`src/rtl/ldo_handover_seq_if.sv`:
```
// Signal bundle between the register file / power supervisor (master) and the
// DLDO/ALDO handover sequencer (slave).
interface ldo_handover_seq_if #(
  parameter int NUM_DLDO  = 2,
  parameter int DLDO_SEGS = 64,
  parameter int CNT_W     = 7,
  parameter int ALDO_SEGS = 15,
  parameter int ALDO_W    = 4,
  parameter int TIMER_W   = 16
);
  logic                          trig;
  logic                          cfg_en;
  logic                          cfg_reverse_en;
  logic                          cfg_aldo_ramp;
  logic [TIMER_W-1:0]            cfg_timer;
  logic [2*NUM_DLDO-1:0]         cfg_step_rate;
  logic [CNT_W*NUM_DLDO-1:0]     cfg_dldo_init;
  logic [ALDO_W-1:0]             cfg_aldo_target;
  logic [DLDO_SEGS*NUM_DLDO-1:0] dldo_en_n;
  logic [ALDO_SEGS-1:0]          aldo_en;
  logic                          status;
  logic                          done_pulse;
  logic [1:0]                    state_o;

  modport master (
    output trig, cfg_en, cfg_reverse_en, cfg_aldo_ramp, cfg_timer,
           cfg_step_rate, cfg_dldo_init, cfg_aldo_target,
    input  dldo_en_n, aldo_en, status, done_pulse, state_o
  );

  modport slave (
    input  trig, cfg_en, cfg_reverse_en, cfg_aldo_ramp, cfg_timer,
           cfg_step_rate, cfg_dldo_init, cfg_aldo_target,
    output dldo_en_n, aldo_en, status, done_pulse, state_o
  );
endinterface

```
`src/rtl/ldo_handover_seq.sv`:
```
// Multi-channel handover sequencer: ramps DLDO thermometer banks down and the ALDO
// bias bank up on trig, and optionally ramps back to the initial state on release.
module ldo_handover_seq #(
  parameter int NUM_DLDO  = 2,
  parameter int DLDO_SEGS = 64,
  parameter int CNT_W     = 7,
  parameter int ALDO_SEGS = 15,
  parameter int ALDO_W    = 4,
  parameter int TIMER_W   = 16
) (
  input  logic              clk,
  input  logic              rst,
  ldo_handover_seq_if.slave bus
);

  localparam int CW = CNT_W + 1;

  typedef enum logic [1:0] {
    ST_IDLE    = 2'd0,
    ST_RAMP_DN = 2'd1,
    ST_HOLD    = 2'd2,
    ST_RAMP_UP = 2'd3
  } state_e;

  typedef logic [NUM_DLDO-1:0][CNT_W-1:0] cnt_vec_t;
  typedef logic [NUM_DLDO-1:0][CW-1:0]    step_vec_t;

  function automatic logic [CW-1:0] step_of(input logic [1:0] code);
    return CW'(1) << code;
  endfunction

  function automatic logic [CNT_W-1:0] sat_init(input logic [CNT_W-1:0] v);
    if (v > CNT_W'(DLDO_SEGS)) begin
      return CNT_W'(DLDO_SEGS);
    end else begin
      return v;
    end
  endfunction

  function automatic logic [ALDO_W-1:0] sat_target(input logic [ALDO_W-1:0] v);
    if (v > ALDO_W'(ALDO_SEGS)) begin
      return ALDO_W'(ALDO_SEGS);
    end else begin
      return v;
    end
  endfunction

  // Arithmetic is done one bit wider than the count so a large step never wraps.
  function automatic logic [CNT_W-1:0] ramp_dn(input logic [CNT_W-1:0] cnt,
                                               input logic [CW-1:0]    step);
    logic [CW-1:0] ext;
    ext = {1'b0, cnt};
    if (ext > step) begin
      return CNT_W'(ext - step);
    end else begin
      return '0;
    end
  endfunction

  function automatic logic [CNT_W-1:0] ramp_up(input logic [CNT_W-1:0] cnt,
                                               input logic [CW-1:0]    step,
                                               input logic [CNT_W-1:0] ceil);
    logic [CW-1:0] sum;
    sum = {1'b0, cnt} + step;
    if (sum > {1'b0, ceil}) begin
      return ceil;
    end else begin
      return sum[CNT_W-1:0];
    end
  endfunction

  state_e                        state_q, state_d;
  cnt_vec_t                      dldo_cnt_q, dldo_cnt_d;
  logic [ALDO_W-1:0]             aldo_cnt_q, aldo_cnt_d;
  logic [TIMER_W-1:0]            timer_q, timer_d;
  logic                          trig_prev_q, trig_prev_d;
  logic [DLDO_SEGS*NUM_DLDO-1:0] dldo_en_n_q, dldo_en_n_d;
  logic [ALDO_SEGS-1:0]          aldo_en_q, aldo_en_d;
  logic                          status_q, status_d;
  logic                          done_pulse_q, done_pulse_d;

  logic                          rise_s, fall_s;
  cnt_vec_t                      init_s, cnt_dn_s, cnt_up_s;
  step_vec_t                     step_s;
  logic [ALDO_W-1:0]             target_s, aldo_dn_s, aldo_up_s;
  logic [TIMER_W-1:0]            timer_dec_s;
  logic                          dldo_zero_s, dldo_home_s;
  logic                          dn_done_s, up_done_s;

  // Trigger edges, saturated configuration and the candidate ramp values.
  always_comb begin
    rise_s      = bus.trig & ~trig_prev_q;
    fall_s      = ~bus.trig & trig_prev_q;
    target_s    = sat_target(bus.cfg_aldo_target);
    timer_dec_s = (timer_q == '0) ? '0 : timer_q - TIMER_W'(1);
    dldo_zero_s = 1'b1;
    dldo_home_s = 1'b1;
    init_s      = '0;
    step_s      = '0;
    cnt_dn_s    = '0;
    cnt_up_s    = '0;
    for (int k = 0; k < NUM_DLDO; k++) begin
      init_s[k]   = sat_init(bus.cfg_dldo_init[k*CNT_W +: CNT_W]);
      step_s[k]   = step_of(bus.cfg_step_rate[2*k +: 2]);
      cnt_dn_s[k] = ramp_dn(dldo_cnt_q[k], step_s[k]);
      cnt_up_s[k] = ramp_up(dldo_cnt_q[k], step_s[k], init_s[k]);
      dldo_zero_s = dldo_zero_s & (dldo_cnt_q[k] == '0);
      dldo_home_s = dldo_home_s & (dldo_cnt_q[k] == init_s[k]);
    end
    if (bus.cfg_aldo_ramp) begin
      aldo_dn_s = (aldo_cnt_q >= target_s) ? target_s : aldo_cnt_q + ALDO_W'(1);
      aldo_up_s = (aldo_cnt_q == '0) ? '0 : aldo_cnt_q - ALDO_W'(1);
    end else begin
      aldo_dn_s = target_s;
      aldo_up_s = '0;
    end
    dn_done_s = (timer_q == '0) | (dldo_zero_s & (aldo_cnt_q == target_s));
    up_done_s = (timer_q == '0) | (dldo_home_s & (aldo_cnt_q == '0));
  end

  // Sequencer next state; transition edges hold the counts, ramp edges move them.
  always_comb begin
    state_d      = state_q;
    dldo_cnt_d   = dldo_cnt_q;
    aldo_cnt_d   = aldo_cnt_q;
    timer_d      = timer_q;
    done_pulse_d = 1'b0;
    trig_prev_d  = bus.trig;
    if (!bus.cfg_en) begin
      state_d = ST_IDLE;
      if (state_q == ST_IDLE) begin
        dldo_cnt_d = init_s;
        aldo_cnt_d = '0;
      end else begin
        dldo_cnt_d = dldo_cnt_q;
      end
    end else begin
      case (state_q)
        ST_IDLE: begin
          dldo_cnt_d = init_s;
          aldo_cnt_d = '0;
          if (rise_s) begin
            timer_d = bus.cfg_timer;
            state_d = ST_RAMP_DN;
          end else begin
            state_d = ST_IDLE;
          end
        end
        ST_RAMP_DN: begin
          if (fall_s) begin
            state_d = bus.cfg_reverse_en ? ST_RAMP_UP : ST_IDLE;
            timer_d = bus.cfg_reverse_en ? bus.cfg_timer : timer_q;
          end else if (dn_done_s) begin
            dldo_cnt_d   = '0;
            aldo_cnt_d   = target_s;
            state_d      = ST_HOLD;
            done_pulse_d = 1'b1;
          end else begin
            dldo_cnt_d = cnt_dn_s;
            aldo_cnt_d = aldo_dn_s;
            timer_d    = timer_dec_s;
          end
        end
        ST_HOLD: begin
          if (fall_s) begin
            state_d = bus.cfg_reverse_en ? ST_RAMP_UP : ST_IDLE;
            timer_d = bus.cfg_reverse_en ? bus.cfg_timer : timer_q;
          end else begin
            state_d = ST_HOLD;
          end
        end
        ST_RAMP_UP: begin
          if (rise_s) begin
            timer_d = bus.cfg_timer;
            state_d = ST_RAMP_DN;
          end else if (up_done_s) begin
            state_d      = ST_IDLE;
            done_pulse_d = 1'b1;
          end else begin
            dldo_cnt_d = cnt_up_s;
            aldo_cnt_d = aldo_up_s;
            timer_d    = timer_dec_s;
          end
        end
        default: begin
          state_d = ST_IDLE;
        end
      endcase
    end
    status_d = (state_d == ST_IDLE) | (state_d == ST_HOLD);
  end

  // Thermometer decode of the current counts, registered one cycle behind them.
  always_comb begin
    dldo_en_n_d = '1;
    aldo_en_d   = '0;
    for (int k = 0; k < NUM_DLDO; k++) begin
      for (int i = 0; i < DLDO_SEGS; i++) begin
        dldo_en_n_d[k*DLDO_SEGS + i] = ~(dldo_cnt_q[k] > CNT_W'(i));
      end
    end
    for (int i = 0; i < ALDO_SEGS; i++) begin
      aldo_en_d[i] = (aldo_cnt_q > ALDO_W'(i));
    end
  end

  // State, counters and registered outputs.
  always_ff @(posedge clk) begin
    if (rst) begin
      state_q      <= ST_IDLE;
      dldo_cnt_q   <= '0;
      aldo_cnt_q   <= '0;
      timer_q      <= '0;
      trig_prev_q  <= 1'b0;
      dldo_en_n_q  <= '1;
      aldo_en_q    <= '0;
      status_q     <= 1'b1;
      done_pulse_q <= 1'b0;
    end else begin
      state_q      <= state_d;
      dldo_cnt_q   <= dldo_cnt_d;
      aldo_cnt_q   <= aldo_cnt_d;
      timer_q      <= timer_d;
      trig_prev_q  <= trig_prev_d;
      dldo_en_n_q  <= dldo_en_n_d;
      aldo_en_q    <= aldo_en_d;
      status_q     <= status_d;
      done_pulse_q <= done_pulse_d;
    end
  end

  assign bus.dldo_en_n  = dldo_en_n_q;
  assign bus.aldo_en    = aldo_en_q;
  assign bus.status     = status_q;
  assign bus.done_pulse = done_pulse_q;
  assign bus.state_o    = state_q;

endmodule

```
`src/flat_wrapper.sv`:
```
// flat-port wrapper written by rule: the top's interface ports become plain ports
module ldo_handover_seq_flat 
#(
  parameter int NUM_DLDO  = 2,
  parameter int DLDO_SEGS = 64,
  parameter int CNT_W     = 7,
  parameter int ALDO_SEGS = 15,
  parameter int ALDO_W    = 4,
  parameter int TIMER_W   = 16
)
  (clk, rst, bus_trig, bus_cfg_en, bus_cfg_reverse_en, bus_cfg_aldo_ramp, bus_cfg_timer, bus_cfg_step_rate, bus_cfg_dldo_init, bus_cfg_aldo_target, bus_dldo_en_n, bus_aldo_en, bus_status, bus_done_pulse, bus_state_o);
  ldo_handover_seq_if #(.NUM_DLDO(NUM_DLDO), .DLDO_SEGS(DLDO_SEGS), .CNT_W(CNT_W), .ALDO_SEGS(ALDO_SEGS), .ALDO_W(ALDO_W), .TIMER_W(TIMER_W)) bus_i ();
  input  logic clk;
  input  logic rst;
  input wire logic [$bits(bus_i.trig)-1:0] bus_trig;
  input wire logic [$bits(bus_i.cfg_en)-1:0] bus_cfg_en;
  input wire logic [$bits(bus_i.cfg_reverse_en)-1:0] bus_cfg_reverse_en;
  input wire logic [$bits(bus_i.cfg_aldo_ramp)-1:0] bus_cfg_aldo_ramp;
  input wire logic [$bits(bus_i.cfg_timer)-1:0] bus_cfg_timer;
  input wire logic [$bits(bus_i.cfg_step_rate)-1:0] bus_cfg_step_rate;
  input wire logic [$bits(bus_i.cfg_dldo_init)-1:0] bus_cfg_dldo_init;
  input wire logic [$bits(bus_i.cfg_aldo_target)-1:0] bus_cfg_aldo_target;
  output wire logic [$bits(bus_i.dldo_en_n)-1:0] bus_dldo_en_n;
  output wire logic [$bits(bus_i.aldo_en)-1:0] bus_aldo_en;
  output wire logic [$bits(bus_i.status)-1:0] bus_status;
  output wire logic [$bits(bus_i.done_pulse)-1:0] bus_done_pulse;
  output wire logic [$bits(bus_i.state_o)-1:0] bus_state_o;
  assign bus_i.trig = bus_trig;
  assign bus_i.cfg_en = bus_cfg_en;
  assign bus_i.cfg_reverse_en = bus_cfg_reverse_en;
  assign bus_i.cfg_aldo_ramp = bus_cfg_aldo_ramp;
  assign bus_i.cfg_timer = bus_cfg_timer;
  assign bus_i.cfg_step_rate = bus_cfg_step_rate;
  assign bus_i.cfg_dldo_init = bus_cfg_dldo_init;
  assign bus_i.cfg_aldo_target = bus_cfg_aldo_target;
  assign bus_dldo_en_n = bus_i.dldo_en_n;
  assign bus_aldo_en = bus_i.aldo_en;
  assign bus_status = bus_i.status;
  assign bus_done_pulse = bus_i.done_pulse;
  assign bus_state_o = bus_i.state_o;
  ldo_handover_seq #(.NUM_DLDO(NUM_DLDO), .DLDO_SEGS(DLDO_SEGS), .CNT_W(CNT_W), .ALDO_SEGS(ALDO_SEGS), .ALDO_W(ALDO_W), .TIMER_W(TIMER_W)) u_core (.clk(clk), .rst(rst), .bus(bus_i));
endmodule
```
`config.mk`:
```
export PLATFORM = sky130hd
export DESIGN_NAME = ldo_handover_seq_flat
export DESIGN_NICKNAME = d
export VERILOG_FILES = /design/src/rtl/ldo_handover_seq_if.sv /design/src/rtl/ldo_handover_seq.sv /design/src/flat_wrapper.sv
export SDC_FILE = /design/constraint.sdc
export NUM_CORES = 1
export LEC_CHECK = 0
export ABC_AREA = 1
export BUFFER_PORTS_ARGS = -buffer_cell sky130_fd_sc_hd__buf_4
export CORE_ASPECT_RATIO = 2
export CORE_UTILIZATION = 23
export CTS_BUF_LIST = sky130_fd_sc_hd__clkbuf_8 sky130_fd_sc_hd__clkbuf_16
export CTS_CLUSTER_DIAMETER = 150
export DETAILED_ROUTE_END_ITERATION = 6
export PLACE_DENSITY = 0.43
export SLEW_MARGIN = 20
export SYNTH_ARGS = -nofsm -noshare
export SYNTH_HDL_FRONTEND = slang
export SYNTH_SLANG_ARGS = --single-unit
```
`constraint.sdc`:
```
create_clock -name clk -period 2.7 [get_ports clk]
set_input_delay 0.27 -clock clk [delete_from_list [all_inputs] [get_ports clk]]
set_output_delay 0.27 -clock clk [all_outputs]
set_load 0.1 [all_outputs]
```
* After elaboration in Yosys (flattened, before gate mapping)
Cells that the tools add are included.
** Cells by class
- Add/sub/neg operators :: 7
- Multiply operators :: 0
- Div/mod/pow operators :: 0
- Magnitude comparators :: 151
- Equality and inequality tests :: 14
- Shift-type cells :: 2
- Muxes and demuxes :: 48
- Bitwise gates (word level) :: 140
- Reduce and logical (&&, ||, !) cells :: 11
** Operator list (count)
- $gt 7x6->1 const B :: 64
- $gt 7x5->1 const B :: 32
- $not 1->1 :: 131
- $mux 16 :: 8
- $gt 7x4->1 const B :: 16
- $mux 14 :: 6
- $pmux 16 s4 :: 1
- $gt 7x3->1 const B :: 8
- $mux 4 :: 11
- $mux 7 :: 6
- $pmux 14 s3 :: 1
- $gt 4x4->1 const B :: 8
- $gt 7x1->1 const B :: 4
- $gt 7x2->1 const B :: 4
- $add 7x8->8 :: 2
- $gt 4x3->1 const B :: 4
- $gt 7x8->1 :: 2
- $gt 8x7->1 :: 2
- $logic_not 16->1 :: 1
- $shl 1x2->8 const A :: 2
- $sub 16x1->16 const B :: 1
- $eq 7x7->1 :: 2
- $gt 7x7->1 const B :: 2
- $logic_not 7->1 :: 2
- other kinds (25) :: 53
** Word-level totals
- Flip-flop bits (word level) :: 182
- Latch bits :: 0
- RAM bits :: 0
- Memory bits (read-only) :: 0
- Input port bits :: 44
- Output and inout bits :: 147
- Word-level logic and storage cells :: 383
- Memories :: 0

* Longest topological paths before layout
Gate-level depths: netlist (run 1).
- Word-level depth :: 12
- Depth in mapped cells :: 29
- Gate-level depth less buffers :: 28

* Worst setup path before layout (run 1)
No wires, ideal clock.
- Path kind :: register to register
- Start :: reg u_core.dldo_cnt_q[8] (netlist name)
- End :: reg u_core.dldo_cnt_q[13] (netlist name)
- Setup time :: 75 ps
- Data arrival time :: 2900 ps
- Data required time :: 2625 ps
- Path slack :: -276 ps
- Stages on the path, launching flop included :: 25
- Buffers on the path :: 0
- Clock period less this slack :: 2976 ps
- Cell sequence :: dfxtp_1 ha_1 inv_1 a21oi_1 o21ai_0 nand2_1 nand2_1 nand2_1 xor2_1 inv_1 ha_1 nand2_1 inv_1 nand2_1 nand2_1 nand2_1 nand2_1 nand2_1 nand2_1 inv_1 nor2_1 nand2_1 nand3_1 o21ai_0 o21ai_0
** Between the ends
- Cells in the longest elaborated chain, start to end :: 8
- Elaborated cells on any way between the ends :: 22
- Classes of those cells :: add/sub: 2; order compare: 2; eq/ne: 2; mux: 8; bitwise: 6; reduce/logical: 2
** Ends and longest elaborated chain
- from (decl) :: line ldo_handover_seq.sv:73 : cnt_vec_t dldo_cnt_q, dldo_cnt_d;
- from (signal assigned) :: line ldo_handover_seq.sv:221 : dldo_cnt_q <= dldo_cnt_d;
- parallel branches: the longest is 8 deep, another holds $add 7x8->8
Several ways; the timed one is not identified. The select of a mux whose other input is x is not followed.
A chain may end at the register's enable or synchronous reset.

* Final worst setup path (run 1)
Same ends and word-level chain as after synthesis.

==> results.md, run 1 <==
- Outcome: finished, violations left
- Failing checks: setup timing
- Worst path slowest cell: fa_2
- CTS buffer count: 17
- Vias in the first global route: 9,941
- GR Util met3: 3.538%
- Critical Setup Path Class: reg -> reg
- Final setup vio count: 14
- Crit-path most repeated cell: nand2_1
- Routed wire per std cell: 17.57 microns
- DR vias: 9,660
- CTS Root Cell: clkbuf_16
- Routed Antenna Nets: 0
- Mapped cell area: 0.009159 sq mm
- PD cells: 656.3 mW/mm^2
- Antenna Cells: 0
- Die H: 284.2 microns
- I/O pin cnt: 191
- Die W: 143.1 microns
- Placed cell count: 2,114
- Worst r2r path cells: 22
- Post-layout util: 33.25%
- GR Overflow Total: 0
- Required time of the critical path: 3100 ps
- Min setup slack post-route: -141.9 ps
- Non-Filler Instances: 2,155
- Max H-tree Level: 4
- Slowest stage delay, CP: 380 ps
- Avg Cell Area, Syn: 6.981 sq um
- CP cell instances: buf_6, fa_2, a31oi_1, buf_4, xor2_2, inv_1, ha_4, nand2_4, inv_2, nand2_1, nand2_1, nand2_1, nand2_1, nand2_2, nand2_2, inv_2, nor2_4, buf_6, nand2_2, nand3_2, o21ai_1, o21ai_1
- Share of cells above drive strength 1: 26.99%
- Warnings from Yosys: 0
- Initial Util: 23.30%
- Pin count of the biggest net entering global routing: 50
- Site Rows: 103
- CP Capture Type: flip-flop
- DRT iter0 DRCs: 418
- Area Overhead vs Synth: 42.72%
- CTS tree: yes
- Min-Delay Path Depth: 3
- Total core area: 0.03931 sq mm
- CTS Buffer Depth: 2
- Critical path depth: 22
- Largest delay share family, worst path: adder cells
- Placed cell area: 0.01209 sq mm
- Vias per inst: 4.483
- Sequential share of the synthesized area: 39.78%
- Period utilization: 105.3%
- DP Wirelength: 30,180 microns
- GPL Wtd Cong: 0.9219
- Hold crit path type: in -> reg
- Clk slew on worst S/H paths: 80 ps
- Max Cap Violations: 0
- Slew margin rel.: 50.37%
- Peak VDD IR: 0.0004563 V
- Minimum clock period: 2842 ps
- WL final: 37,860 microns
- Final Hold Fails: 0
- Post-Syn Instances: 1,312
- Final hold slack: 45.07 ps
- Clock Latency Late Sink: 460 ps
- GR Layer Usage met2: 38.11%
- Die area: 0.04067 sq mm
- Final Cell Area: 0.01307 sq mm
- Buf/Inv on CP: 6
- Met1 usage: 17.63%
- Critical Path AT: 3240 ps
- Initial antenna violation count: 1
- Final Max Slew Viols: 0
- NumNets Final: 1,705
- Crit path max fanout: 4
- Clock Sinks: 182
- # DRC: 0
- RSZ-0062 raised after global routing: yes
- Dpl ws: -474.9 ps
- Max frequency: 0.3519 GHz
- Slew @ Worst Pin: 739.6 ps
- Drt pass-1 iters: 5
- Post-synth cell types: 43
- First-pass GRT wire length: 57,040 microns
- Syn nets: 1,400
- #FFs+latches synth: 182
- PortBufs: 190
- Busiest grt layer: met2
- Leakage: 6.174 nW
- Startpoint Class: flip-flop
- Skew final: 17.28 ps
- Tot GR Track Use: 19.06%
## layout by cell type, fill, tap and decap left out, types with 5 or more instances in the layout
master     netlist  final
nor2_2           5      8
dfxtp_4          0      5
buf_4            1    314
o22ai_1          8      8
nand4_1         29     29
o21bai_1         8      8
inv_2            3      7
clkbuf_16        0     17
o21ai_1          9     22
xor2_1          24     22
nor2_1         144    138
nor3_1          13     13
ha_1            40     30
o21ai_0        127    111
ha_4             0     10
nand3_1         72     64
dfxtp_1        182    176
o211ai_1         8      8
a21oi_1         38     34
buf_6            2      6
nand2_2          7     20
inv_8            0      5
nand2_1        350    336
nand3_2          2      9
inv_1          160    156
## per-stage QoR
stage,TNS (ps),power [mW]
final,-1196,8.579
after global routing,-3940,8.975
after CTS,-1501,8.648
after detailed placement,-5843,6.018
after global placement,-5154,6.019
after floorplan,-636.5,5.068
## power breakdown
group	internal (mW)	switching, mW
clock network	1.24	1.32
registers	2.88	0.117
logic	0.827	2.20
total	4.95	3.63
## registers in the layout, indices dropped and copies added (netlist names)
| name | count |
|---|---|
| u_core.aldo_cnt_q | 4 |
| u_core.bus.aldo_en | 15 |
| u_core.bus.dldo_en_n | 128 |
| u_core.bus.done_pulse | 1 |
| u_core.bus.state_o | 2 |
| u_core.bus.status | 1 |
| u_core.dldo_cnt_q | 14 |
| u_core.timer_q | 16 |
| u_core.trig_prev_q | 1 |
## layer usage
metal	part of all wire (%)	up-vias
met3	4.7	58
met2	57	261
met5	0.032	-
met4	4.1	2
li1	-	4829
met1	34	4510
## cells in the mapped netlist, drive strengths merged
master	count	area share, %
o21bai	9	0.86
ha	40	5.5
o22ai	8	0.55
a211o	1	0.096
nor3	15	0.93
inv	163	6.7
a21boi	2	0.16
o21ai	136	7.4
a31oi	4	0.27
o2111ai	1	0.096
o221ai	3	0.29
nand3	75	4.3
nor4	1	0.068
buf	19	1.2
or2	1	0.068
fa	4	0.87
xnor2	5	0.48
a221oi	3	0.29
o211ai	8	0.66
clkinv	4	0.16
xor2	24	2.3
clkbuf	19	0.78
nand4	29	2.0
nand2	357	15
a21oi	38	2.1
a22oi	4	0.33
o31ai	4	0.33
dfxtp	182	40
nand3b	3	0.25
nor2	150	6.4
## cell families (layout without fill, tap and decap cells)
family / after synthesis / after routing / share of synthesized area [%]
AO/OA/AOI/OAI: 221 / 221 / 13.43
XOR/XNOR: 29 / 29 / 2.773
adder cells (fa/ha/maj): 44 / 44 / 6.339
buffers and inverters: 205 / 523 / 8.852
flip-flops: 182 / 182 / 39.78
AND/OR/NAND/NOR: 631 / 631 / 28.83
## area by class of cell
class / instances / area [sq um]
Clock buffer: 17 / 425.4
Clock inverter: 15 / 160.2
Fill cell: 4294 / 26240
Inverter: 167 / 640.6
Multi-Input combinational cell: 925 / 5020
Sequential cell: 182 / 3664
Tap cell: 525 / 656.9
Timing Repair Buffer: 324 / 2505
## timing repair
item | 4_1_cts | 5_1_grt
buffers inserted | 8 | 2
pin swaps | 30 | 29
resized for setup | 48 | 31
endpoints found under the setup margin | 14 | 14
hold buffers | 0 | 0
## worst min-delay path: stages
cell	delay, ps
buf_4	120
inv_1	40
nor2_1	30
## worst paths after layout
check	startpoint	endpoint	slack (ps)
max	u_core.dldo_cnt_q[8]	u_core.dldo_cnt_q[13]	-140
min reg2reg	u_core.dldo_cnt_q[6]	u_core.bus.dldo_en_n[63]	560
min	bus_trig	u_core.trig_prev_q	50
max reg2reg	u_core.dldo_cnt_q[8]	u_core.dldo_cnt_q[13]	-140
Note: power is estimated with default switching activity, not from simulation.
==> inputs of run 2 (changes only) <==
--- a/config.mk
+++ b/config.mk
@@ -17,3 +17,4 @@
 export SYNTH_ARGS = -nofsm -noshare
 export SYNTH_HDL_FRONTEND = slang
 export SYNTH_SLANG_ARGS = --single-unit
+export TNS_END_PERCENT = 30
==> results.md, run 2 (same netlist as run 1, synthesis figures left out) <==
- Slew @ Worst Pin: 763.1 ps
- GPL Wtd Cong: 0.8986
- Initial antenna violation count: 0
- Leading cell type in the layout, fill and taps excluded: nand2_1
- First-pass GRT wire length: 56,030 microns
- Die W: 143.1 microns
- Startpoint Class: flip-flop
- Final hold slack: 33.20 ps
- CTS Root Cell: clkbuf_16
- R2R setup slack: -120 ps
- Max frequency: 0.3544 GHz
- Share of cells above drive strength 1: 26.24%
- Peak VDD IR: 0.0004133 V
- Most frequent cells in the layout: nand2_1 (339), buf_4 (317), dfxtp_1 (176)
- RSZ-0062 raised after global routing: yes
- Die H: 284.2 microns
- Largest register FFs: 128
- Max H-tree Level: 4
- Vias in the first global route: 9,734
- Final Hold Fails: 0
- Area Overhead vs Synth: 41.91%
- Drt pass-1 iters: 7
- Clk slew on worst S/H paths: 80 ps
- Final Total Pwr: 8.554 mW
- Tot GR Track Use: 18.86%
- CP cell instances: ha_2, fa_2, a21oi_2, o21ai_2, xor2_1, ha_1, nand2_4, o21bai_4, nand3_1, nand2_1, nand2_1, nand2_2, nand2_2, nor2_4, nand2_1, nand3_1, o21ai_1, inv_1, nand2_1, o21ai_1
- Critical Path AT: 3210 ps
- PD cells: 658.1 mW/mm^2
- DP Wirelength: 30,370 microns
- DRT iter0 DRCs: 470
- Final setup vio count: 14
- Placed cell count: 2,117
- Worst r2r path cells: 20
- Routed wire per std cell: 17.47 microns
- Leakage: 6.163 nW
- CP Capture Type: flip-flop
- Worst r2r src: u_core.dldo_cnt_q[0]
- Clock Sinks: 182
- Non-Filler Instances: 2,156
- NumNets Final: 1,706
- Worst hold path endpoint: u_core.trig_prev_q
- Required time of the critical path: 3090 ps
- Period utilization: 104.5%
- # DRC: 2
- TNS Setup: -1334 ps
- Min setup slack post-route: -122.0 ps
- Max Cap Violations: 0
- PortBufs: 190
- Outcome: finished, violations left
- Slew margin rel.: 48.79%
- DR vias: 9,719
- Critical Setup Path Class: reg -> reg
- Total core area: 0.03931 sq mm
- Site Rows: 103
- WL final: 37,670 microns
- Slowest stage delay, CP: 350 ps
- CTS Buffer Depth: 2
- Final Max Slew Viols: 0
- Vias per inst: 4.508
- Antenna Cells: 0
- Crit-path most repeated cell: nand2_1
- Minimum clock period: 2822 ps
- CTS buffer count: 17
- Failing checks: DRC, setup timing
- Crit path max fanout: 6
- Clock Latency Late Sink: 460 ps
- I/O pin cnt: 191
- Die area: 0.04067 sq mm
- Worst path slowest cell: dfxtp_2
- Worst reg2reg endpoint: u_core.dldo_cnt_q[2]
- CTS tree: yes
- GR Overflow Total: 0
- Pin count of the biggest net entering global routing: 80
- Min-Delay Path Depth: 3
- Routed Antenna Nets: 0
- Initial Util: 23.30%
- Worst hold start: bus_trig
- Hold crit path type: in -> reg
- Skew final: 14.70 ps
-- run 2: changes by cell type in the layout (fill, tap and decap cells not counted), sizes merged --
cell / previous run / this run
clkinv: 10 / 12
inv: 171 / 169
buf: 324 / 325
-- run 2: metrics by stage --
stage	cell area (sq um)	utilization, %	setup slack [ps]
floorplan	9211	-	-105.2
global placement	12120	30.83	-476.3
detailed placement	12120	30.83	-499.4
CTS	12920	32.88	-189.2
global route	13000	33.07	-413.0
finish	13000	33.07	-122.0
-- run 2: cell type report --
| cell class | instances | area [sq um] |
|---|---|---|
| fill | 4288 | 26310 |
| multi-input combinational | 925 | 4935 |
| sequential | 182 | 3659 |
| timing repair buffer | 325 | 2514 |
| tap | 525 | 656.9 |
| inverter | 167 | 643.1 |
| clock buffer | 17 | 425.4 |
| clock inverter | 15 | 165.2 |
-- run 2: timing repair --
action | CTS | global route
gates resized for setup | 40 | 20
pin swaps | 34 | 21
hold buffers | 0 | 0
endpoints found under the setup margin | 14 | 14
setup buffers | 7 | 0
-- run 2: worst max path at each step --
stage / from / end / depth (start not counted)
finish: u_core.dldo_cnt_q[0] / u_core.dldo_cnt_q[2] / 20
global route: u_core.dldo_cnt_q[2] / u_core.dldo_cnt_q[6] / 23
CTS: u_core.dldo_cnt_q[8] / u_core.dldo_cnt_q[7] / 24
detailed placement: bus_cfg_step_rate[1] / u_core.dldo_cnt_q[6] / 23
global placement: bus_cfg_step_rate[1] / u_core.dldo_cnt_q[5] / 26
floorplan: bus_cfg_step_rate[1] / u_core.dldo_cnt_q[6] / 29
-- run 2: where the power goes --
| part | switching [mW] | leakage (nW) | internal (mW) |
|---|---|---|---|
| clock network | 1.31 | 0.288 | 1.24 |
| logic | 2.20 | 4.37 | 0.813 |
| registers | 0.107 | 1.50 | 2.88 |
| total | 3.62 | 6.16 | 4.93 |
-- run 2: worst max-delay path, delay by kind of cell (launching register included) --
kind / cells / cell delay (ps)
flip-flops: 1 / 350
AND/OR/NAND/NOR: 10 / 810
adder cells (fa/ha/maj): 3 / 840
buffers and inverters: 1 / 50
XOR/XNOR: 1 / 220
AO/OA/AOI/OAI: 5 / 470
-- run 2: routing by layer --
metal	vias up	share of wire, %	global-route usage (%)
met5	-	0	0
met4	0	4.8	10.70
met3	84	4.5	3.268
met2	277	57	37.82
met1	4533	33	17.04
li1	4825	-	-
==> inputs of run 3 (changes only) <==
--- a/config.mk
+++ b/config.mk
@@ -5,12 +5,12 @@
 export SDC_FILE = /design/constraint.sdc
 export NUM_CORES = 1
 export LEC_CHECK = 0
-export ABC_AREA = 1
 export BUFFER_PORTS_ARGS = -buffer_cell sky130_fd_sc_hd__buf_4
 export CORE_ASPECT_RATIO = 2
 export CORE_UTILIZATION = 23
 export CTS_BUF_LIST = sky130_fd_sc_hd__clkbuf_8 sky130_fd_sc_hd__clkbuf_16
 export CTS_CLUSTER_DIAMETER = 150
+export CTS_CLUSTER_SIZE = 8
 export DETAILED_ROUTE_END_ITERATION = 6
 export PLACE_DENSITY = 0.43
 export SLEW_MARGIN = 20
==> results.md, run 3 <==
- Worst path slowest cell: dfxtp_2
- Hold crit path type: in -> reg
- Die area: 0.04103 sq mm
- Antenna Cells: 0
- Most frequent cells in the layout: buf_4 (324), dfxtp_1 (178), nand2_1 (157)
- CTS tree: yes
- Crit path max fanout: 3
- Max frequency: 0.3134 GHz
- Post-synth EDFFs: 0
- Required time of the critical path: 3030 ps
- DR vias: 9,394
- Initial Util: 23.35%
- Max Cap Violations: 0
- Clock Sinks: 182
- Worst hold start: bus_trig
- Period utilization: 118.2%
- Critical Setup Path Class: reg -> reg
- Outcome: finished, violations left
- Critical Path AT: 3520 ps
- CTS Root Cell: clkbuf_16
- Area Overhead vs Synth: 41.56%
- NumNets Final: 1,497
- Hold buffer count at CTS: 0
- Max H-tree Level: 4
- Sequential share of the synthesized area: 39.43%
- Met1 usage: 16.75%
- CTS buffer count: 17
- Dpl ws: -805.4 ps
- Pin count of the biggest net entering global routing: 39
- Yosys top cell by area: dfxtp_1
- Skew final: 14.71 ps
- Placed cell area: 0.01208 sq mm
- Final Cell Area: 0.01308 sq mm
- Vias per inst: 4.825
- Initial antenna violation count: 0
- CP cell instances: ha_4, fa_2, nor2b_1, o21ai_1, and2_4, xnor2_2, ha_1, a21o_1, o21ai_2, buf_4, a311o_1, nand3_2, buf_4, buf_6, nand2_2, a31oi_1
- Die H: 285.5 microns
- Final setup vio count: 14
- Minimum clock period: 3191 ps
- GR Layer Usage met2: 37.15%
- Synth top area share: 39.43%
- Asr flop ratio synth: 0%
- Failing checks: setup timing
- Vias in the first global route: 9,665
- Leakage: 5.517 nW
- #FFs+latches synth: 182
- # DRC: 0
- Worst r2r path cells: 16
- Slew @ Worst Pin: 754.2 ps
- Tot GR Track Use: 18.54%
- Post-Syn Instances: 1,140
- PortBufs: 190
- Fill count: 4,207
- Leading cell type in the layout, fill and taps excluded: buf_4
- Post-synth cell types: 85
- DP Wirelength: 28,960 microns
- Startpoint Class: flip-flop
- Crit-path most repeated cell: buf_4
- GPL Wtd Cong: 0.8623
- Warnings from Yosys: 0
- Worst r2r src: u_core.dldo_cnt_q[0]
- PD cells: 663.5 mW/mm^2
- Slew margin rel.: 49.62%
- Min setup slack post-route: -491.0 ps
- Final Hold Fails: 0
- Area of the multi-input gates: 0.005375 sq mm
- Top cells by count, synth: dfxtp_1 (182), nand2_1 (160), o21ai_0 (109)
- Final Max Slew Viols: 0
- Worst reg2reg endpoint: u_core.dldo_cnt_q[6]
- Busiest grt layer: met2
- Clock Latency Late Sink: 460 ps
- Total core area: 0.03956 sq mm
- GR Overflow Total: 0
- Routed Antenna Nets: 0
- R2R setup slack: -490 ps
- DRT iter0 DRCs: 361
- Clk slew on worst S/H paths: 80 ps
- Largest delay share family, worst path: compound AO/OA/AOI/OAI gates
- Site Rows: 103
- Mapped cell area: 0.009240 sq mm
- Avg Cell Area, Syn: 8.105 sq um
- Die W: 143.7 microns
- Largest cells by area after synthesis: dfxtp_1 (39%), nand2_1 (6.5%), o21ai_0 (5.9%)
- GR Util met3: 3.247%
- Drt pass-1 iters: 5
- Most used flip-flop cell after synthesis: dfxtp_1
- Min-Delay Path Depth: 2
- Storage element area: 0.003654 sq mm
- Largest register FFs: 128
- Syn nets: 1,228
- I/O pin cnt: 191
- Count leader, synth: dfxtp_1
- Worst hold path endpoint: u_core.trig_prev_q
- Slowest stage delay, CP: 340 ps
- RSZ-0062 raised after global routing: yes
- Routed wire per std cell: 19.32 microns
- CTS Buffer Depth: 2
- Peak VDD IR: 0.0004408 V
- Share of cells above drive strength 1: 32.21%
- WL final: 37,620 microns
- CP Capture Type: flip-flop
- First-pass GRT wire length: 55,860 microns
- Buf/Inv on CP: 3
-- run 3: cell types whose count changed after synthesis, sizes merged, moves of 17 or more --
| cell | delta |
|---|---|
| nor2b | +20 |
| a31oi | +17 |
| a21oi | +24 |
| xor2 | -17 |
| nor2 | -47 |
| clkbuf | +47 |
| inv | -122 |
| nand3 | -50 |
| nand2 | -197 |
| nand4 | -22 |
| o21ai | -25 |
-- run 3: metrics by stage --
stage / power, mW / instances / utilization, % / TNS, ps / hold WS, ps
finish: 8.679 / 1947 / 33.06 / -5693 / 81.14
global route: 9.034 / 1947 / 33.06 / -8146 / 68.87
CTS: 8.734 / 1942 / 32.60 / -5593 / 47.68
floorplan: 5.042 / 1140 / - / -3020 / 364.7
detailed placement: 5.979 / 1903 / 30.53 / -8429 / 512.7
global placement: 5.972 / 1903 / 30.52 / -7832 / 502.6
-- run 3: power breakdown --
group          switching (mW)  leakage, nW  internal [mW]
sequential              0.103         1.50           2.87
combinational            2.15         3.71          0.865
clock                    1.26        0.301           1.42
total                    3.52         5.52           5.16
-- run 3: cells by family (layout without fill, tap and decap cells) --
kind of cell / after synthesis / after routing / synth area share, %
AOI/OAI and AO/OA: 329 / 329 / 23.29
muxes: 5 / 5 / 0.5417
adders and majority gates: 44 / 44 / 6.283
buffers and inverters: 126 / 408 / 6.012
DFF: 182 / 182 / 39.43
and+or+nand+nor: 429 / 429 / 22.07
xor gates and xnor gates: 25 / 25 / 2.370
-- run 3: metal layers --
metal / part of all wire [%] / wire length [microns]
met5: 0 / 0
met4: 4.8 / 1804
met3: 3.9 / 1461
met2: 57 / 21460
met1: 34 / 12890
-- run 3: worst max-delay path by stage --
stage	from	end	slack (ps)	depth (start not counted)
2_1_floorplan	u_core.dldo_cnt_q[7]	u_core.dldo_cnt_q[11]	-330	16
3_3_place_gp	bus_cfg_step_rate[0]	u_core.dldo_cnt_q[0]	-750	16
3_5_place_dp	bus_cfg_step_rate[0]	u_core.dldo_cnt_q[0]	-810	16
4_1_cts	u_core.dldo_cnt_q[0]	u_core.dldo_cnt_q[0]	-440	14
5_1_grt	u_core.dldo_cnt_q[0]	u_core.dldo_cnt_q[4]	-680	15
6_report	u_core.dldo_cnt_q[0]	u_core.dldo_cnt_q[6]	-490	16
-- run 3: cell type report --
type                    instances  area share, %
clock buffers                  17          3.252
clock inverters                15          1.559
inverters                      42          1.215
multi-input cells             832          41.09
flip-flops and latches        182          27.93
well taps                     525          5.022
repair buffers                334          19.93
-- run 3: repair_timing --
| action | in CTS | in global routing |
|---|---|---|
| pin swaps | 21 | 22 |
| buffers inserted | 7 | 5 |
| resized for setup | 28 | 27 |
| setup endpoints to repair | 17 | 24 |
